**config.mk**
```make
export PLATFORM = sky130hd
export DESIGN_NAME = alu_seq
export DESIGN_NICKNAME = d
export VERILOG_FILES = /design/src/rtl/alu_seq.sv
export SDC_FILE = /design/constraint.sdc
export NUM_CORES = 1
export LEC_CHECK = 0
export CAP_MARGIN = 20
export CORE_MARGIN = 4
export CORE_UTILIZATION = 49
export CTS_CLUSTER_DIAMETER = 50
export DETAILED_ROUTE_END_ITERATION = 8
export PLACE_DENSITY = 0.79
export SLEW_MARGIN = 20
export SYNTH_ARGS = -nofsm -noshare
export SYNTH_HDL_FRONTEND = slang
export SYNTH_SLANG_ARGS = --single-unit
```
**constraint.sdc**
```tcl
create_clock -name clk -period 2.4 [get_ports clk]
set_input_delay 0.48 -clock clk [delete_from_list [all_inputs] [get_ports clk]]
set_output_delay 0.48 -clock clk [all_outputs]
set_load 0.005 [all_outputs]
```
**src/rtl/alu_seq.sv**
```systemverilog
// Sequencing controller in front of the alu datapath: latches one request, drives the
// ALU operand/opcode registers, runs the multiplier start/done handshake with a timeout,
// and holds the captured result under a valid/ack handshake.
module alu_seq #(
    parameter int SETTLE      = 1,
    parameter int MUL_TIMEOUT = 15
) (
    input  logic       clk,
    input  logic       rst,
    input  logic       start,
    input  logic [1:0] op_in,
    input  logic [3:0] a_in,
    input  logic [3:0] b_in,
    input  logic       sel_in,
    output logic       busy,
    output logic       res_valid,
    input  logic       res_ack,
    output logic [5:0] res,
    output logic [2:0] res_flags,
    output logic       err,
    output logic [3:0] alu_A,
    output logic [3:0] alu_B,
    output logic [1:0] alu_OP,
    output logic       alu_sel,
    output logic       alu_init,
    input  logic [5:0] alu_resul,
    input  logic       alu_done,
    input  logic       alu_signo,
    input  logic       alu_cout,
    input  logic       alu_cout_s
);

    typedef enum logic [2:0] {
        IDLE,
        SETUP,
        EXEC,
        MUL_START,
        MUL_WAIT,
        HOLD
    } state_t;

    localparam logic [1:0] OP_MUL      = 2'b10;
    localparam logic [3:0] SETTLE_INIT = 4'(SETTLE);
    localparam logic [7:0] TMO_LAST    = 8'(MUL_TIMEOUT - 1);

    state_t     state_reg, state_next;

    // A request is staged for one cycle before it is loaded into the ALU registers.
    logic       req_valid_reg;
    logic [1:0] req_op_reg;
    logic [3:0] req_a_reg;
    logic [3:0] req_b_reg;
    logic       req_sel_reg;
    logic       req_take;

    logic [3:0] alu_a_reg;
    logic [3:0] alu_b_reg;
    logic [1:0] alu_op_reg;
    logic       alu_sel_reg;

    logic [3:0] settle_cnt_reg;
    logic [7:0] tmo_cnt_reg;

    logic [5:0] res_reg;
    logic [2:0] flags_reg;
    logic       err_reg;

    logic       load_ops;
    logic       load_settle;
    logic       dec_settle;
    logic       clr_tmo;
    logic       inc_tmo;
    logic       cap_res;
    logic       cap_err;

    assign req_take = start && (state_reg == IDLE) && !req_valid_reg;

    always_comb begin
        state_next  = state_reg;
        load_ops    = 1'b0;
        load_settle = 1'b0;
        dec_settle  = 1'b0;
        clr_tmo     = 1'b0;
        inc_tmo     = 1'b0;
        cap_res     = 1'b0;
        cap_err     = 1'b0;
        case (state_reg)
            IDLE: begin
                if (req_valid_reg) begin
                    load_ops   = 1'b1;
                    state_next = SETUP;
                end
            end
            SETUP: begin
                if (alu_op_reg == OP_MUL) begin
                    state_next = MUL_START;
                end else begin
                    load_settle = 1'b1;
                    state_next  = EXEC;
                end
            end
            EXEC: begin
                if (settle_cnt_reg == 4'd1) begin
                    cap_res    = 1'b1;
                    state_next = HOLD;
                end else begin
                    dec_settle = 1'b1;
                end
            end
            MUL_START: begin
                clr_tmo    = 1'b1;
                state_next = MUL_WAIT;
            end
            MUL_WAIT: begin
                // A zero count marks the first wait cycle, where a stale done is ignored.
                if ((tmo_cnt_reg != 8'd0) && alu_done) begin
                    cap_res    = 1'b1;
                    state_next = HOLD;
                end else if (tmo_cnt_reg == TMO_LAST) begin
                    cap_err    = 1'b1;
                    state_next = HOLD;
                end else begin
                    inc_tmo = 1'b1;
                end
            end
            HOLD: begin
                if (res_ack) begin
                    state_next = IDLE;
                end
            end
            default: begin
                state_next = IDLE;
            end
        endcase
    end

    always_ff @(posedge clk) begin
        if (rst) begin
            state_reg      <= IDLE;
            req_valid_reg  <= 1'b0;
            req_op_reg     <= 2'b00;
            req_a_reg      <= 4'd0;
            req_b_reg      <= 4'd0;
            req_sel_reg    <= 1'b0;
            alu_a_reg      <= 4'd0;
            alu_b_reg      <= 4'd0;
            alu_op_reg     <= 2'b00;
            alu_sel_reg    <= 1'b0;
            settle_cnt_reg <= 4'd0;
            tmo_cnt_reg    <= 8'd0;
            res_reg        <= 6'd0;
            flags_reg      <= 3'd0;
            err_reg        <= 1'b0;
        end else begin
            state_reg <= state_next;

            if (req_take) begin
                req_valid_reg <= 1'b1;
                req_op_reg    <= op_in;
                req_a_reg     <= a_in;
                req_b_reg     <= b_in;
                req_sel_reg   <= sel_in;
            end else if (load_ops) begin
                req_valid_reg <= 1'b0;
            end

            if (load_ops) begin
                alu_a_reg   <= req_a_reg;
                alu_b_reg   <= req_b_reg;
                alu_op_reg  <= req_op_reg;
                alu_sel_reg <= req_sel_reg;
            end

            if (load_settle) begin
                settle_cnt_reg <= SETTLE_INIT;
            end else if (dec_settle) begin
                settle_cnt_reg <= settle_cnt_reg - 4'd1;
            end

            if (clr_tmo) begin
                tmo_cnt_reg <= 8'd0;
            end else if (inc_tmo) begin
                tmo_cnt_reg <= tmo_cnt_reg + 8'd1;
            end

            if (cap_res) begin
                res_reg   <= alu_resul;
                flags_reg <= {alu_signo, alu_cout, alu_cout_s};
                err_reg   <= 1'b0;
            end else if (cap_err) begin
                res_reg   <= 6'd0;
                flags_reg <= 3'd0;
                err_reg   <= 1'b1;
            end
        end
    end

    assign busy      = (state_reg != IDLE);
    assign res_valid = (state_reg == HOLD);
    assign alu_init  = (state_reg == MUL_START);
    assign res       = res_reg;
    assign res_flags = flags_reg;
    assign err       = err_reg;
    assign alu_A     = alu_a_reg;
    assign alu_B     = alu_b_reg;
    assign alu_OP    = alu_op_reg;
    assign alu_sel   = alu_sel_reg;

endmodule

```
==> impl_metrics.env <==
export IMPL_ys_flop_type="dfxtp_1"
export IMPL_synthTopCellsByArea="dfxtp_1, mux2i_1, nand2_1, a21oi_1, a22o_1"
export IMPL_finalInstanceArea_sq_mm=0.002720
export IMPL_start_util_pct=51.25
export IMPL_syn_avg_cell_area_sq_um=9.081
export IMPL_clk_path_buf_depth=2
export IMPL_largest_register_ffs=8
export IMPL_post_place_ws_ps=326.2
export IMPL_finalMaxSlewViolations=0
export IMPL_synth_most_common_cell="dfxtp_1"
export IMPL_status="complete, no violations"
export IMPL_fin_ws_ps=269.5
export IMPL_yosys_area_top_type_share_pct=46.21
export IMPL_arrival_ps=1650
export IMPL_r2r_start="tmo_cnt_reg[0]$_SDFFE_PP0P_"
export IMPL_cts_hold_buffers=0
export IMPL_tns_ps=0
export IMPL_yosysTopAreaCell="dfxtp_1"
export IMPL_cts_sinks=48
export IMPL_finClkSkew_ps=11.10
export IMPL_setup_viol=0
export IMPL_met2_length_um=1900
export IMPL_r2r_slack_ps=450
export IMPL_met1Wirelength_um=1927
export IMPL_synth_cell_area_sq_mm=0.002079
export IMPL_die_h_um=73.15
export IMPL_clk_latency_ps=310
export IMPL_vias_per_cell=5.392
export IMPL_grt_pass1_vias=1620
export IMPL_drc_errors=0
export IMPL_grt_overflow=0
export IMPL_rows=23
export IMPL_hpwl_um=3042
export IMPL_highest_layer="met4"
export IMPL_slew_headroom_pct=56.22
export IMPL_core_area_sq_mm=0.004058
export IMPL_fmax_ghz=0.4694
export IMPL_clockRootBuffer="clkbuf_8"
export IMPL_wl_per_cell_um=12.84
export IMPL_min_to="alu_sel$_SDFFE_PP0P_"
export IMPL_startpoint="state_reg[0]$_SDFFE_PP0P_"
export IMPL_netlist_instances=229
export IMPL_critPathCaptureType="primary output"
export IMPL_synthesis_nets=259
export IMPL_cts_tree="yes"
export IMPL_htreeDepth=2
export IMPL_grt_pass1_wl_um=6927
export IMPL_layout_drive_gt1_share_pct=8.244
export IMPL_die_area_sq_mm=0.005350
export IMPL_wl_met3_um=321
export IMPL_synth_edf_count=0
export IMPL_first_iter_violations=72
export IMPL_hold_viol=0
export IMPL_ant_nets=0
export IMPL_critPathMaxFanout=11
export IMPL_hold_ws_ps=451.4
export IMPL_min_path_type="flop to flop"
export IMPL_ir_drop_mv=0.5591
export IMPL_max_cap_violations=0
export IMPL_grt_max_degree=18
export IMPL_cts_resized=0
export IMPL_grt_total_usage_pct=16.50
export IMPL_fillerInstances=353
export IMPL_area_growth_synth_to_final_pct=30.81
export IMPL_vias=1774
export IMPL_cp_required_ps=1920
export IMPL_yosys_warnings=0
export IMPL_numCtsBuffers=5
export IMPL_postCtsSetupBuffers=0
export IMPL_period_share_pct=88.77
export IMPL_seq_area_frac_synth_pct=46.21
export IMPL_cp_start_kind="flop"
export IMPL_final_util_pct=67.04
export IMPL_placed_cell_area_sq_mm=0.002609
export IMPL_ff2ff_path_depth=6
export IMPL_clkTransAtPathRegs_ps=90
export IMPL_wl_um=4224
export IMPL_place_congestion=0.8655
export IMPL_whs_path_depth=2
export IMPL_antenna_found_initial=0
export IMPL_first_pass_iters=4
export IMPL_ys_seq_elements=48
export IMPL_rsz0062_at_grt="false"
export IMPL_path_class="flop to primary output"
export IMPL_regToRegEndpoint="res[0]$_SDFFE_PP0P_"
export IMPL_num_nets_final=308
export IMPL_fin_crit_ps=2130
export IMPL_cellLeakagePower_nw=1.018
export IMPL_worst_slew_pin_slew_ps=656.7
export IMPL_power_density_mw_per_mm2=826.6
export IMPL_pin_count=49
export IMPL_io_buffers=48
export IMPL_synth_cell_type_count=45
export IMPL_worstHoldStart="req_sel_reg$_SDFFE_PP0P_"
export IMPL_synthArstFlopShare_pct=0
export IMPL_netlist_top_cells_count="dfxtp_1, nand2_1, nor2_1"
export IMPL_die_w_um=73.15
export IMPL_n_antenna_cell=0
routing by layer:
metal	up-vias	GRT usage (%)
met3	7	5.372
li1	895	-
met5	-	0
met2	52	25.62
met1	820	20.77
met4	0	7.377
worst max-delay path, stage by stage, from the launching register on:
cell,delay [ps]
dfxtp_1,530
and3b_1,290
clkdlybuf4s50_1,520
logic make-up (layout without fill, tap and decap cells):
| kind of cell | after synthesis | in the layout | share of synthesized area, % |
|---|---|---|---|
| AND/OR/NAND/NOR | 96 | 96 | 24.55 |
| flip-flops | 48 | 48 | 46.21 |
| AO/OA/AOI/OAI | 43 | 43 | 13.96 |
| buffers and inverters | 19 | 69 | 3.911 |
| multiplexers | 13 | 13 | 6.257 |
| adder cells (fa/ha/maj) | 5 | 5 | 3.008 |
| XOR/XNOR | 5 | 5 | 2.106 |
per-stage QoR:
stage / instances / power, W
finish: 329 / 0.002248
global route: 329 / 0.002402
CTS: 329 / 0.002273
detailed placement: 321 / 0.001688
global placement: 321 / 0.001672
floorplan: 229 / 0.001471
area by class of cell:
cell class                      instances  area, sq um  area share [%]
Clock buffer                            5        68.82           2.530
Clock inverter                          3        42.54           1.564
Inverter                                8        30.03           1.104
Multi-Input combinational cell        162         1037           38.13
Sequential cell                        48        960.9           35.33
Tap cell                               50        62.56           2.300
Timing Repair Buffer                   53        518.0           19.04
cell usage in the layout (no fill, tap or decap), types with 4 or more instances in the layout:
master and n:
dfxtp_1 48, clkdlybuf4s50_1 48, nand2_1 32, nor2_1 22
a21oi_1 18, mux2i_1 13, a22o_1 10, inv_1 8
nand3_1 6, nor3b_1 5, ha_1 5, clkbuf_8 5
buf_4 5, nor4_1 4, or3_1 4
power by group:
group | leakage (nW) | internal [W] | switching (W)
logic | 0.574 | 0.000339 | 0.000322
registers | 0.389 | 0.000905 | 0.000105
clock network | 0.0541 | 0.000308 | 0.000269
total | 1.02 | 0.00155 | 0.000696
worst max-delay path by stage:
stage                     slack [ps]                        end  cells after the start
final                            270                   alu_init                      2
after global placement           310        res[5]$_SDFFE_PP0P_                      4
after CTS                        270                   alu_init                      2
after global routing             200                  res_valid                      3
after detailed placement         330  res_flags[0]$_SDFFE_PP0P_                      4
after floorplan                  620  state_reg[0]$_SDFFE_PP0P_                      5
Power figures use the tool's default switching activity.
==> patch (same flow settings) <==
Register the output `res_flags` once more; this adds one clock of latency there. The other outputs are not delayed to match.
--- a/src/rtl/alu_seq.sv
+++ b/src/rtl/alu_seq.sv
@@ -200,5 +200,7 @@
     assign alu_init  = (state_reg == MUL_START);
     assign res       = res_reg;
-    assign res_flags = flags_reg;
+    always_ff @(posedge clk) begin
+        res_flags <= flags_reg;
+    end
     assign err       = err_reg;
     assign alu_A     = alu_a_reg;
Function: changed (a bounded check fails within 10 cycles, from zero or initial values and one cycle with rst high).
==> patch against the unedited design <==
Cell area hardly changed. Worst setup slack got worse by 21 ps. Critical endpoint unchanged. Routed wire length is 0.57% higher. Critical path type unchanged. Worst hold slack got worse by 91 ps. Clock skew shrank 4.8 ps. Sequential power rose by 4%. Sequential cell count up 3. Final cell count shrank 1.2%. Via count fell by 2.7%. Power shrank 2.0%. Area after synthesis up 0.90%. Count of clock-buffer cells in the layout increased by 1. Core utilization about the same.
==> patch: results (changes against the unedited design) <==
| Metric | Value |
|---|---|
| Run status | finished, final reports clean |
| First-pass GRT wire length | 7.15 mm (+3.2%) |
| R2R setup slack | 310 ps (-140 ps) |
| Cell variety after synth | 39 (-13%) |
| Initial antenna violation count | 0 (unchanged) |
| Share of the yosys chip area belonging to registers | 0.487 (+0.0245) |
| GP Congestion | 0.793 (-8.3%) |
| GR Util met3 | 0.0547 (+0.00100) |
| Leak | 1.01 nW (-0.85%) |
| M2 GR Usage | 0.276 (+0.0194) |
| Hold Startpoint | flags_reg[2] |
| Number of flops mapped to enable cells by yosys | 0 (unchanged) |
| Clk_skew | 6.28 ps (-4.82 ps) |
| Htree depth | 2 (unchanged) |
| Peak supply drop | 0.000530 V (-5.3%) |
| Reg2reg end | tmo_cnt_reg[4] |
| Kind of critical path | flip-flop to output port |
| Post-CTS Setup Inserts | 0 (unchanged) |
| Post-Synthesis Net Count | 257 (-0.77%) |
| Max reg flops | 8 (unchanged) |
| WP data arrival | 1670 ps (+20 ps) |
| Placement Cell Area | 0.00262 mm² (+0.53%) |
| R2R Path Start | tmo_cnt_reg[0] |
| Post-layout net count | 304 (-1.3%) |
| WHS | 360 ps (-91.5 ps) |
| Least-Margin Pin Slew | 538 ps (-118 ps) |
| Clock root cell | clkbuf_8 |
| CTS resizes | 0 (unchanged) |
| Later-pin clock latency in the skew report | 310 ps (about the same) |
| Met1 Track Usage GR | 0.199 (-0.00871) |
| Fill count | 337 (-4.5%) |
| Clk pin slew, worst setup/hold paths | 90 ps (about the same) |
| Detailed Routing Iterations Pass 1 | 4 (unchanged) |
| Routed WL | 4.25 mm (+0.57%) |
| Clock tree buffer depth | 2 (unchanged) |
| Vias in the first global route | 1667 (+2.9%) |
| Overflow after GRT | 0 (unchanged) |
| Ratio of cells with drive above 1 in the final layout | 0.0655 (-0.0170) |
| Family with the most delay on the worst path | buffers and inverters |
| Max FO, Critical Path | 10 (-1) |
| All-Layer GR Usage | 0.167 (+0.00181) |
| CP max-delay cell | clkdlybuf4s50_1 |
| DP Wirelength | 3.08 mm (+1.3%) |
| Antenna Cells | 0 (unchanged) |
| Largest cells by area after synthesis | dfxtp_1, mux2i_1, nand2_1 |
| Pin count of the biggest net entering global routing | 26 (+8) |
| Synthesis warning total | 0 (unchanged) |
| Synth top cells by count | dfxtp_1, nand2_1, nor2_1 |
| WHS Endpoint | res_flags[2] |
| Via density | 5.31 (-1.5%) |
| Worst Reg-to-Reg Cells | 6 (unchanged) |
| Hold Path Cell Cnt | 0 (-2) |
| CTS buffer count | 5 (unchanged) |
| FFs w/ async S/R, synth | 0 (unchanged) |
| Number of port buffers | 48 (unchanged) |
| Worst hold path class | flip-flop to flip-flop |
| Sw Share | 0.319 (+0.00897) |
| Critical path's largest stage delay | 540 ps |
| DRT iter0 DRCs | 81 (+13%) |
## patch: cell types whose count changed in the layout (fill, tap and decap cells not counted), moves of 3 or more
cell	change
nor2_1	-3
nor4_1	-3
nand3_1	-3
dfxtp_1	+3
nand4_1	+3
nor3_1	+4
## patch: routing by layer
metal	vias to the layer above	routed length, µm
li1	882	-
met1	794	2000
met2	42	1880
met3	8	290
met4	0	74
met5	-	0
## patch: cells by family (layout without fill, tap and decap cells)
kind of cell	count (synthesis)	count (layout)	share of synthesized area
AO/OA/AOI/OAI	41	41	0.135
XOR/XNOR	5	5	0.0209
adder cells (fa/ha/maj)	5	5	0.0298
buffers and inverters	20	68	0.0376
flip-flops	51	51	0.487
multiplexers	14	14	0.0668
AND/OR/NAND/NOR	91	91	0.223
## patch: cell type report
class                      instances  share of cell area
clock inverter                     2             0.00598
tap                               50              0.0230
multi-input combinational        156               0.367
inverter                           8              0.0110
timing repair buffer              52               0.188
clock buffer                       6              0.0303
sequential                        51               0.375
## patch: how the worst max path moves through the flow
| stage | from | to | slack (ps) | cells past startpoint |
|---|---|---|---|---|
| after detailed placement | tmo_cnt_reg[0] | tmo_cnt_reg[4] | 330 | 6 |
| final | state_reg[1] | alu_init | 250 | 2 |
| after global routing | state_reg[0] | busy | 140 | 3 |
| after floorplan | tmo_cnt_reg[0] | tmo_cnt_reg[3] | 460 | 6 |
| after global placement | tmo_cnt_reg[0] | flags_reg[1] | 400 | 6 |
| after CTS | state_reg[1] | alu_init | 240 | 2 |
## patch: power by group through the flow
stage / Clock [W] / Combinational (W) / Sequential [W]
after floorplan: 0 / 0.000461 / 0.00103
after global placement: 0 / 0.000617 / 0.00107
after detailed placement: 0 / 0.000631 / 0.00107
after CTS: 0.000533 / 0.000635 / 0.00105
after global routing: 0.000561 / 0.000705 / 0.00107
final: 0.000520 / 0.000630 / 0.00105
## patch: through the flow
step / power, W / setup WS, ps / std cells / utilization
floorplan: 0.00149 / 460 / 227 / -
global placement: 0.00169 / 400 / 317 / 0.646
detailed placement: 0.00170 / 328 / 317 / 0.646
CTS: 0.00222 / 238 / 325 / 0.671
global route: 0.00234 / 137 / 325 / 0.671
finish: 0.00220 / 248 / 325 / 0.671
